## config.mk

```make
export PLATFORM = sky130hd
export DESIGN_NAME = seq_mag_comp
export DESIGN_NICKNAME = d
export VERILOG_FILES = /design/src/rtl/seq_mag_comp.sv
export SDC_FILE = /design/constraint.sdc
export NUM_CORES = 1
export LEC_CHECK = 0
export CAP_MARGIN = 40
export CORE_MARGIN = 1.5
export CORE_UTILIZATION = 30
export CTS_CLUSTER_DIAMETER = 200
export DETAILED_ROUTE_END_ITERATION = 6
export GPL_TIMING_DRIVEN = 1
export HOLD_SLACK_MARGIN = 0.05
export SYNTH_ARGS = -nofsm -noshare
export SYNTH_HDL_FRONTEND = slang
export SYNTH_SLANG_ARGS = --single-unit
```

## constraint.sdc

```tcl
create_clock -name clk -period 1.9 [get_ports clk]
set_input_delay 0.19 -clock clk [delete_from_list [all_inputs] [get_ports clk]]
set_output_delay 0.19 -clock clk [all_outputs]
set_load 0.01 [all_outputs]
```

## src/rtl/seq_mag_comp.sv

```systemverilog
`default_nettype none
// ============================================================================
//  Module      : seq_mag_comp
//  Description : Multi-cycle magnitude comparator. Two WIDTH-bit operands are
//                compared MSB-first, STEP bits per clock. The compare stops on
//                the first slice that differs. Unsigned and two's-complement
//                signed modes are supported. Control uses a start/busy/done
//                handshake.
//  Revision    : 1.0  initial release
// ----------------------------------------------------------------------------
//  Parameters
//    WIDTH      operand width in bits (>= 2)
//    STEP       bits examined per cycle; must divide WIDTH evenly
//  Ports
//    clk        clock; all state changes on the rising edge
//    rst        synchronous, active-high reset
//    start      compare request; sampled only while busy = 0
//    is_signed  1 = two's-complement compare; captured with start
//    a, b       operands; captured with start
//    busy       a compare is in progress
//    done       one-cycle pulse; the result is valid from this cycle
//    greater    A > B (held until the next accept or reset)
//    less       A < B (held until the next accept or reset)
//    equal      A == B (held until the next accept or reset)
// ============================================================================
module seq_mag_comp #(
  parameter int WIDTH = 8,
  parameter int STEP  = 2
) (
  input  logic             clk,
  input  logic             rst,
  input  logic             start,
  input  logic             is_signed,
  input  logic [WIDTH-1:0] a,
  input  logic [WIDTH-1:0] b,
  output logic             busy,
  output logic             done,
  output logic             greater,
  output logic             less,
  output logic             equal
);

  localparam int NSLICE = WIDTH / STEP;
  localparam int IDX_W  = (NSLICE > 1) ? $clog2(NSLICE) : 1;
  localparam logic [IDX_W-1:0] LAST_IDX = IDX_W'(NSLICE - 1);

  typedef enum logic [0:0] {
    S_IDLE    = 1'b0,
    S_COMPARE = 1'b1
  } state_t;

  state_t           r_state;
  logic [IDX_W-1:0] r_idx;

  // Operand copies. Each compare cycle shifts them left by STEP bits, so the
  // slice under test always sits at the top of the register. This avoids a
  // variable part-select driven by the slice index.
  logic [WIDTH-1:0] r_a;
  logic [WIDTH-1:0] r_b;

  logic [STEP-1:0]  w_slice_a;
  logic [STEP-1:0]  w_slice_b;
  logic             w_last;

  assign w_slice_a = r_a[WIDTH-1 -: STEP];
  assign w_slice_b = r_b[WIDTH-1 -: STEP];
  assign w_last    = (r_idx == LAST_IDX);

  always_ff @(posedge clk) begin
    if (rst) begin
      r_state <= S_IDLE;
      r_idx   <= '0;
      r_a     <= '0;
      r_b     <= '0;
      busy    <= 1'b0;
      done    <= 1'b0;
      greater <= 1'b0;
      less    <= 1'b0;
      equal   <= 1'b0;
    end else begin
      // done is a single-cycle pulse unless it is set again below.
      done <= 1'b0;

      case (r_state)
        S_IDLE: begin
          if (start) begin
            // In signed mode the MSB is inverted. This maps two's-complement
            // values to offset binary, so the plain unsigned slice compare
            // gives the signed ordering.
            r_a     <= {a[WIDTH-1] ^ is_signed, a[WIDTH-2:0]};
            r_b     <= {b[WIDTH-1] ^ is_signed, b[WIDTH-2:0]};
            r_idx   <= '0;
            greater <= 1'b0;
            less    <= 1'b0;
            equal   <= 1'b0;
            busy    <= 1'b1;
            r_state <= S_COMPARE;
          end
        end

        S_COMPARE: begin
          if (w_slice_a != w_slice_b) begin
            // The first differing slice from the top decides the ordering.
            greater <= (w_slice_a > w_slice_b);
            less    <= (w_slice_a < w_slice_b);
            done    <= 1'b1;
            busy    <= 1'b0;
            r_state <= S_IDLE;
          end else if (w_last) begin
            equal   <= 1'b1;
            done    <= 1'b1;
            busy    <= 1'b0;
            r_state <= S_IDLE;
          end else begin
            r_idx   <= r_idx + IDX_W'(1);
            r_a     <= r_a << STEP;
            r_b     <= r_b << STEP;
          end
        end

        default: begin
          r_state <= S_IDLE;
          busy    <= 1'b0;
        end
      endcase
    end
  end

endmodule
`default_nettype wire

```

Word level (Yosys, flattened, before mapping). Cells that the tools add are included.

Bits in latches: 0. Output and inout bits: 5. Logic and storage cells: 58. Memory bits (read-only): 0. Memory bits (writable): 0. Memories kept: 0. Flip-flop bits (word level): 24.

Muxes and demuxes: 30. Bitwise gates (word level): 3. Div/mod/pow operators: 0. Shift-type cells: 0. Reductions and logical operators: 5. $lt $le $gt $ge: 2. $add $sub $neg: 1. Equality and inequality tests: 8. $mul: 0.

Operators by type and width (count): 2-to-1 mux 8 bit (6); one-hot mux 8 bit (2 select lines) (2); 2-to-1 mux 1 bit (13); one-hot mux 1 bit (2 select lines) (5); 2-to-1 mux 2 bit (3); != test 2 bit (second input constant) (3); AND reduction 3 bit (2); != test 2 x 1 -> 1 bit (second input constant) (2); one-hot mux 2 bit (2 select lines) (1); AND reduction 2 bit (2); != test 3 x 1 -> 1 bit (second input constant) (1); adder 2 x 1 -> 2 bit (second input constant) (1); == test 2 bit (second input constant) (1); > comparator 2 bit (1); < comparator 2 bit (1); != test 2 bit (1); OR reduction 2 bit (1); XOR 1 bit (2); inverter 1 bit (1).

Longest topological paths before layout.
Depth in word-level cells: 4. Depth in mapped cells: 6.

Worst setup path after synthesis. No wires, ideal clock.

Path kind: flip-flop to flip-flop. Start point: register r_b[7]. End point: register r_a[2]. Setup time: 135 ps. Period minus slack after synthesis: 1392 ps. Setup slack: 508 ps. Data arrival time: 1257 ps. Stages on the path, launching flop included: 7. Cells stage by stage: dfxtp_1 -> inv_1 -> ha_1 -> nand4b_2 -> nand2_2 -> buf_4 -> a211oi_1.

Word-level cells in the longest chain between the ends: 3.

Ends and longest elaborated chain: start: declaration (RTL line 59) `logic [WIDTH-1:0] r_b;`; start signal: assignment (RTL line 91) `r_b <= {b[WIDTH-1] ^ is_signed, b[WIDTH-2:0]};`; start signal: assignment (RTL line 117) `r_b <= r_b << STEP;`; != test 2 bit (RTL line 102) `if (w_slice_a != w_slice_b) begin`; != test 2 bit (no line); AND reduction 3 bit (no line); end signal: assignment (RTL line 90) `r_a <= {a[WIDTH-1] ^ is_signed, a[WIDTH-2:0]};`; end signal: assignment (RTL line 116) `r_a <= r_a << STEP;`; end: declaration (RTL line 58) `logic [WIDTH-1:0] r_a;`.

No other way between the ends. A chain may end at the register's enable or synchronous reset.

Worst setup path after layout.
Start point: register r_a[6]. End point: register r_a[6].

Word-level cells in the longest chain between the ends: 3.

Ends and longest elaborated chain (RTL line): != test 2 bit (102); != test 2 bit (no line); AND reduction 3 bit (no line).

No other way between the ends.

==> metrics.cfg <==
[outcome]
status=complete, no violations

[route]
ant_nets=0
vias=924
post_drt_wl_per_cell_um=12.6
drc=0
routed_wl_um=2440
first_iter_violations=21
via_per_inst=4.79
dr.pass1.iters=4

[power_and_ir_drop]
power.density_nw_per_um2=867
power_mw=1.26
clkPwrFrac_pct=27.0
irDropWorstVdd_mv=0.385
combPwrFrac_pct=25.3
swShare_pct=28.5
p_sw_uw=359
seqPwrFrac_pct=47.6
leakage_nw=0.535
intPower_uw=902

[logic_synthesis]
yosys.area.top_type=dfxtp_1
synthTopCellsByCount=24 x dfxtp_1, 14 x nand2_1, 10 x a211oi_1, 10 x mux2i_1, 10 x nor3_1
yosysMostFrequentCell=dfxtp_1
synthArstFlopShare_pct=0
netlist-cell-type-count=30
yosysWarnings=0
synthesis.area_um2=1140
synth_seq_cells=24
avgSynthCellArea_um2=9.31
synth.area.top_cells=dfxtp_1 42%, mux2i_1 8.7%, a211oi_1 6.6%
synth-main-ff-cell=dfxtp_1
synth_nets=147
syn_inst=123
seq_area_frac_synth_pct=42.0
synth_top_cell_area_share_pct=42.0
synth_edf_count=0

[setup_path]
critPathMaxFanout=12
critPathLaunchType=flop
cpPeakStageDelay_ps=500
critPathKind=flop to flop
reg2reg_from=r_a[6]
worstPathRequired_ps=2070
cp.arrival_ps=1880
cp_top_family=simple AND/OR/NAND/NOR gates
endpoint_kind=flop
crit_chain=inv_1, ha_1, and4b_1, nor3_1, a211oi_1
slowest_stage=and4b_1
path_buf_inv=1
crit_start=r_a[6]

[sta]
period_share_pct=90.4
slew_violations=0
setup_tns_ps=0
tightest_slew_ps=462
setup_viol=0
fmax_mhz=582
slew_headroom_pct=69.2
post-route-worst-setup-slack_ps=183
period_minus_slack_ps=1720
hold_viol=0
finalClockSkew_ps=3.21
rsz0062_at_grt=false

[cts]
h-tree-depth=1
post_cts_buffers=0
cts.sinks=24
cts_tree=built
post_cts_resized=0
clock_path_buffers=2
ctsHoldBuffers=0
cts-buffers-inserted=3
root_buffer=clkbuf_8
clkTransAtPathRegs_ps=80
clkLatencyLatePin_ps=260

[placement]
dp_slack_ps=185
dpl.hpwl_um=1750
dp_cells=189
globalplace.congestion=0.738
portBuffers=24

[floorplan]
fp.dieH_um=64.8
die_area_um2=4200
pin_count=25
placementRows=22
core_area_um2=3660
die_x_um=64.8
initial_utilization_pct=31.3

[hold_path]
hold_class=flop to flop
hold_start=equal

[layout]
fin_util_pct=39.7
antenna_cells=0
layout-drive-gt1-share_pct=7.59
fin_cells=193
nNetsFinal=170
syn_to_final_growth_pct=27.0

[global_routing]
grt_pass1_wl_um=3900
gr-total-overflow=0
antenna_found_initial=0
grtUsageTotal_pct=11.9
grt_max_degree=18
grt_pass1_vias=872

[run]
maxCapViolations=0

[sequential cells by signal, indices dropped and copies added (netlist names)]
register / flops
greater: 1
r_state: 1
r_a: 8
busy: 1
less: 1
r_b: 8
done: 1
r_idx: 2
equal: 1
[routing by layer]
metal | wire, um | GRT usage (%) | up-vias
met3 | 86 | 2.43 | 2
met5 | 0 | 0 | -
met1 | 1090 | 14.1 | 420
met2 | 1240 | 21.6 | 14
met4 | 13 | 3.19 | 0
li1 | - | - | 488
[metrics by stage]
| stage | hold slack, ps | instance area [um^2] |
|---|---|---|
| floorplan | 326 | 1140 |
| global placement | 456 | 1400 |
| detailed placement | 448 | 1400 |
| CTS | 468 | 1450 |
| global route | 474 | 1450 |
| finish | 469 | 1450 |
[cell families after synthesis]
| logic type | after synthesis | share of synthesized area [%] |
|---|---|---|
| xor+xnor | 2 | 1.53 |
| mux | 10 | 8.74 |
| compound gates | 27 | 16.0 |
| simple gates | 44 | 20.4 |
| fa+ha+maj | 4 | 4.37 |
| flops | 24 | 42.0 |
| buf+inv | 12 | 6.99 |
[power by group through the flow]
stage	registers (mW)	logic [mW]	clock network, mW
3_5_place_dp	0.613	0.322	0
3_3_place_gp	0.610	0.311	0
5_1_grt	0.607	0.358	0.376
4_1_cts	0.601	0.323	0.359
2_1_floorplan	0.600	0.239	0
6_report	0.600	0.319	0.341
[placed cells by master, fill, tap and decap left out, types with 2 or more instances in the layout]
cell type | Yosys | final
clkdlybuf4s50_1 | 0 | 24
inv_1 | 3 | 3
nor3_1 | 10 | 10
ha_1 | 4 | 4
clkbuf_8 | 0 | 4
nand2b_1 | 3 | 3
a211oi_1 | 10 | 10
nand3_1 | 7 | 7
o21ai_0 | 2 | 2
mux2i_1 | 10 | 10
o2bb2ai_1 | 2 | 2
nand2_1 | 14 | 14
buf_4 | 3 | 3
a21oi_1 | 9 | 9
nor2_1 | 2 | 2
dfxtp_1 | 24 | 24
xnor2_1 | 2 | 2
[worst register-to-register path, delay by kind of cell (launching register included)]
| kind | cells | cell delay [ps] |
|---|---|---|
| adders and majority gates | 1 | 400 |
| buffers and inverters | 1 | 50 |
| DFF | 1 | 340 |
| and+or+nand+nor | 2 | 600 |
| AOI/OAI and AO/OA | 1 | 250 |
[path summary, 6_finish.rpt]
kind	end	slack, ps	cells past startpoint
worst max register to register	r_a[6]	180	5
worst min-delay path	equal	470	2
worst min register to register	equal	470	2
worst max-delay path	r_a[6]	180	5
[area by class of cell]
cell class / count / area [um^2]
clock buffers: 4 / 55.1
fillers: 385 / 2210
multi-input cells: 87 / 584
flip-flops and latches: 24 / 480
inverters: 3 / 11.3
well taps: 48 / 60.1
repair buffers: 27 / 263
(Power assumes the default switching activity.)
